==> src/rtl/ysyx_25040111_pkg.sv <==
// Shared constants for the RV32E register-file scheduler: register addressing
// and writeback-unit encodings used by perf/debug logic.
package ysyx_25040111_pkg;
  localparam int REG_AW = 4;
  localparam int NREG   = 16;

  typedef enum logic {
    UNIT_ALU = 1'b0,
    UNIT_LSU = 1'b1
  } wb_unit_e;
endpackage

==> src/rtl/ysyx_25040111_rr_arb2.sv <==
// Two-requester round-robin arbiter (ALU vs LSU) for the register-file write port.
// The history bit only moves on a genuine tie, so a lone requester never steals a turn.
module ysyx_25040111_rr_arb2
  import ysyx_25040111_pkg::*;
(
  input  logic       clock,
  input  logic       reset,
  input  logic       req_alu,
  input  logic       req_lsu,
  output logic [1:0] gnt,
  output logic       grant_is_lsu
);
  logic last_lsu_q;
  logic last_lsu_d;
  logic lsu_win;

  always_comb begin
    // On a tie the unit that did not win the previous tie gets the port.
    lsu_win      = req_lsu & (~req_alu | ~last_lsu_q);
    gnt[UNIT_LSU] = reset & lsu_win;
    gnt[UNIT_ALU] = reset & req_alu & ~lsu_win;
    grant_is_lsu = lsu_win;
    last_lsu_d   = (req_alu & req_lsu) ? lsu_win : last_lsu_q;
  end

  always_ff @(posedge clock) begin
    if (!reset) begin
      last_lsu_q <= 1'b0;
    end else begin
      last_lsu_q <= last_lsu_d;
    end
  end
endmodule

==> src/rtl/ysyx_25040111_rf_sched.sv <==
// Register-file scheduler: owns the single write port (ALU/LSU round-robin) and a
// per-register busy scoreboard that stalls issue on RAW/WAW hazards.
module ysyx_25040111_rf_sched
  import ysyx_25040111_pkg::*;
#(
  parameter int NREG = 16
) (
  input  logic              clock,
  input  logic              reset,
  input  logic              issue_valid,
  output logic              issue_ready,
  input  logic [1:0]        issue_ren,
  input  logic [REG_AW-1:0] issue_rs1,
  input  logic [REG_AW-1:0] issue_rs2,
  input  logic              issue_rd_wen,
  input  logic [REG_AW-1:0] issue_rd,
  input  logic              alu_wb_valid,
  input  logic              lsu_wb_valid,
  output logic              alu_wb_ready,
  output logic              lsu_wb_ready,
  input  logic [REG_AW-1:0] alu_wb_addr,
  input  logic [REG_AW-1:0] lsu_wb_addr,
  input  logic [31:0]       alu_wb_data,
  input  logic [31:0]       lsu_wb_data,
  output logic              rf_wen,
  output logic [REG_AW-1:0] rf_waddr,
  output logic [31:0]       rf_wdata,
  output logic [NREG-1:0]   busy
);
  logic [1:0]      gnt;
  logic            grant_is_lsu;
  logic [NREG-1:0] busy_q;
  logic [NREG-1:0] busy_d;
  logic [NREG-1:0] busy_eff;
  logic [NREG-1:0] clr;
  logic [NREG-1:0] set;
  logic            set_en;

  ysyx_25040111_rr_arb2 u_arb (
    .clock        (clock),
    .reset        (reset),
    .req_alu      (alu_wb_valid),
    .req_lsu      (lsu_wb_valid),
    .gnt          (gnt),
    .grant_is_lsu (grant_is_lsu)
  );

  always_comb begin
    alu_wb_ready = gnt[UNIT_ALU];
    lsu_wb_ready = gnt[UNIT_LSU];
    rf_waddr     = grant_is_lsu ? lsu_wb_addr : alu_wb_addr;
    rf_wdata     = grant_is_lsu ? lsu_wb_data : alu_wb_data;
    // x0 writes are still handshaked so the unit drains, but never reach the RF.
    rf_wen       = (|gnt) & (rf_waddr != '0);
  end

  genvar gi;
  generate
    for (gi = 0; gi < NREG; gi++) begin : g_onehot
      assign clr[gi] = rf_wen & (rf_waddr == REG_AW'(gi));
      assign set[gi] = set_en & (issue_rd == REG_AW'(gi));
    end
  endgenerate

  always_comb begin
    // Same-cycle completions are forwarded by the RF, so check against busy_eff.
    busy_eff    = busy_q & ~clr;
    issue_ready = reset
                & ~(issue_ren[0] & busy_eff[issue_rs1])
                & ~(issue_ren[1] & busy_eff[issue_rs2])
                & ~(issue_rd_wen & busy_eff[issue_rd]);
    set_en      = issue_valid & issue_ready & issue_rd_wen & (issue_rd != '0);
    busy_d      = busy_eff | set;
    busy_d[0]   = 1'b0;
  end

  always_ff @(posedge clock) begin
    if (!reset) begin
      busy_q <= '0;
    end else begin
      busy_q <= busy_d;
    end
  end

  assign busy = busy_q;
endmodule
==> config.mk <==
export PLATFORM = sky130hd
export DESIGN_NAME = ysyx_25040111_rf_sched
export DESIGN_NICKNAME = d
export VERILOG_FILES = /design/src/rtl/ysyx_25040111_pkg.sv /design/src/rtl/ysyx_25040111_rr_arb2.sv /design/src/rtl/ysyx_25040111_rf_sched.sv
export SDC_FILE = /design/constraint.sdc
export NUM_CORES = 1
export LEC_CHECK = 0
export ABC_CLOCK_PERIOD_IN_PS = 2200
export BUFFER_PORTS_ARGS = -buffer_cell sky130_fd_sc_hd__buf_2
export CAP_MARGIN = 20
export CORE_ASPECT_RATIO = 2
export CORE_UTILIZATION = 37
export DETAILED_ROUTE_END_ITERATION = 7
export GPL_TIMING_DRIVEN = 0
export PLACE_DENSITY = 0.8
export REMOVE_ABC_BUFFERS = 1
export SYNTH_ARGS = -nofsm -noshare
export SYNTH_HDL_FRONTEND = slang
export SYNTH_SLANG_ARGS = --single-unit
==> constraint.sdc <==
create_clock -name clock -period 2.2 [get_ports clock]
set_clock_uncertainty 0.05 [all_clocks]
set_input_delay 0.22 -clock clock [delete_from_list [all_inputs] [get_ports clock]]
set_output_delay 0.22 -clock clock [all_outputs]
set_load 0.01 [all_outputs]
==> flow_metrics.tcl <==
set metrics [dict create \
    status "complete, but fails checks" \
    violations "setup timing" \
    synthArstFlopShare_pct 0 \
    crit_cells 9 \
    routed_wl_mm 10.3 \
    start_kind "register" \
    power.density_mw_per_mm2 349 \
    grt_overflow 0 \
    fin_cells 539 \
    synth-compound-area-share_pct 26.1 \
    synth_fa_ha_area_share_pct 0 \
    grt_usage_pct 33.7 \
    finalPower_mw 1.18 \
    slew_viol_final 0 \
    syn-mean-instance-area_um2 6.28 \
    hold_violations 0 \
    ctsHoldBuffers 0 \
    place_congestion 1.01 \
    cts_root_buf "clkbuf_8" \
    cp.arrival_ps 2560 \
    final_util_pct 64.9 \
    start_util_pct 39.0 \
    min_period_ps 2830 \
    tns_ps -8140 \
    hold_depth 3 \
    grt_first_pass_wirelength_mm 14.2 \
    die_x_um 54.3 \
    yosys_warnings 0 \
    fp-row-count 37 \
    synth_simple_gate_area_share_pct 45.8 \
    htreeDepth 1 \
    post_drt_via_cell_ratio 5.94 \
    wire_per_inst_um 19.0 \
    cts_tree "done" \
    dpl.cell_count 504 \
    hpwlAfterDp_mm 6.84 \
    ys.flop_type "dfxtp_1" \
    required_ps 1930 \
    dr.pass1.iters 5 \
    synth_top_family_by_area "simple AND/OR/NAND/NOR gates" \
    num-fill-cells 488 \
    clk_pin_slew_worst_paths_ps 60 \
    portBuffers 146 \
    path_delay_family "compound AO/OA/AOI/OAI gates" \
    area_growth_pct 66.5 \
    die-area_mm2 0.00578 \
    grt_max_degree 20 \
    crit_path_cell_trace "a21bo_4 > mux2_4 > or2_4 > a22o_1 > nor4_4 > nor4_4 > a31oi_4 > and3_1 > buf_2" \
    fmax_mhz 353 \
    finalSetupViolCount 16 \
    synth_edf_count 0 \
    hold_path_class "input pin to register" \
    synth_xor_area_share_pct 0.433 \
    final_nets 573 \
    worst_slew_pin_slew_ps 532 \
    dp_slack_ps -1140 \
    drv_cap 0 \
    antenna_found_initial 1 \
    clock_sinks 16 \
    critPathMaxStageDelay_ps 380 \
    crit_top_cell "nor4_4" \
    cp.buffers_inverters 1 \
    synth.ff_latch_count 16 \
    drtIter0Drc 167 \
    routed-via-count 3200 \
    yosysSeqAreaShare_pct 15.8 \
    synthMuxAreaShare_pct 5.69 \
    drive_above_1_share_pct 48.3 \
    grt_pass1_vias 2812 \
    cts_buffers 3 \
    leakagePower_nw 1.68 \
    rr_worst_depth 11 \
    fp.dieH_um 107 \
    endpoint_kind "output pin" \
    cp_slowest_cell "dfxtp_4" \
    synthDistinctLibCells 61 \
    crit_type "register to output pin" \
    maxSlewHeadroom_pct 64.4 \
    setup_ws_ps -634 \
    drc 0 \
    ant_nets 0 \
    syn_inst 322 \
    post-route-period-util_pct 129 \
    cts_max_path_buffers 2 \
    cp_max_fo 6 \
    io_pins 148 \
    ir_worst_vdd_mv 0.284 \
    rsz0062_at_grt "yes" \
    syn-cell-area_mm2 0.00202 \
    reg2reg_slack_ps -570 \
    clk_latency_ps 250 \
    core_mm2 0.00518 \
]
placed cells by master (no fill, tap or decap), types with 4 or more instances in the layout:
master,count
buf_2,146
nand2_1,130
buf_4,19
dfxtp_1,15
nor2_1,12
nor3b_1,9
nand3b_1,9
nand3_1,7
nor2b_1,6
buf_6,6
mux2_4,5
o21ai_4,5
o22ai_2,5
and3_1,4
o21ai_2,4
o21ai_1,4
clkbuf_8,4
area by class of cell:
cell class / instances / area [µm²] / area share (%)
Multi-Input combinational cell: 284 / 1920 / 57.0
Timing Repair Buffer: 173 / 981 / 29.1
Sequential cell: 16 / 324 / 9.62
Tap cell: 58 / 72.6 / 2.16
Clock buffer: 4 / 55.1 / 1.64
Inverter: 3 / 11.3 / 0.334
Antenna cell: 1 / 2.50 / 0.0743
state kept, by name, summed over array words and instances, names as in the netlist:
| register | flops |
|---|---|
| busy | 15 |
| u_arb.last_lsu_q | 1 |
worst min-delay path, stage by stage:
cell,delay (ps)
buf_2,190
nand2_1,90
o21ai_1,50
cells in the mapped netlist, drive strengths merged (3+ instances only):
cell type / count / area, µm²
a21oi: 4 / 20.0
and3: 4 / 25.0
a31oi: 3 / 33.8
nor3b: 9 / 67.6
nand3b: 9 / 67.6
o22ai: 8 / 50.1
o21a: 6 / 46.3
o21ai: 16 / 83.8
and2: 3 / 18.8
nand2: 131 / 492
buf: 9 / 53.8
o2111ai: 3 / 26.3
dfxtp: 16 / 320
mux2i: 4 / 40.0
inv: 3 / 11.3
nor3: 3 / 15.0
nand3: 9 / 45.0
clkbuf: 14 / 56.3
nand2b: 6 / 37.5
nor2: 12 / 45.0
mux2: 6 / 75.1
nand4: 3 / 18.8
nor2b: 6 / 37.5
cells by family after synthesis:
family	after synthesis
flops	16
xor+xnor	1
compound gates	66
mux	10
other cells	1
buf+inv	26
simple gates	202
per-layer routing:
layer  wire, µm  GRT usage (%)  vias to the layer above  share of wire, %
met3        912           6.01                       43               8.9
met1       3300           33.2                     1486                32
met2       5420           59.5                      219                53
met5          0              0                        -                 0
li1           -              -                     1452                 -
met4        631           21.4                        0               6.1
final timing paths:
| check | endpoint | start |
|---|---|---|
| setup / recovery | issue_ready | u_arb.last_lsu_q |
| hold / removal | busy[3] | reset |
| setup reg to reg | busy[8] | u_arb.last_lsu_q |
| hold reg to reg | busy[1] | busy[1] |
power by group:
group	switching (mW)	total [mW]	internal (mW)
Combinational	0.344	0.612	0.269
Clock	0.104	0.263	0.159
Sequential	0.00736	0.301	0.294
timing repair:
item	4_1_cts	5_1_grt
cloned	4	0
setup endpoints to repair	17	35
buffers inserted	16	12
resized for setup	51	17
pin swaps	16	11
through the flow:
stage          instance area, µm²  hold slack (ps)
2_1_floorplan                1910              279
3_3_place_gp                 2720              491
3_5_place_dp                 2750              505
4_1_cts                      3190              289
5_1_grt                      3370              311
6_report                     3370              296
Power figures use the tool's default switching activity.
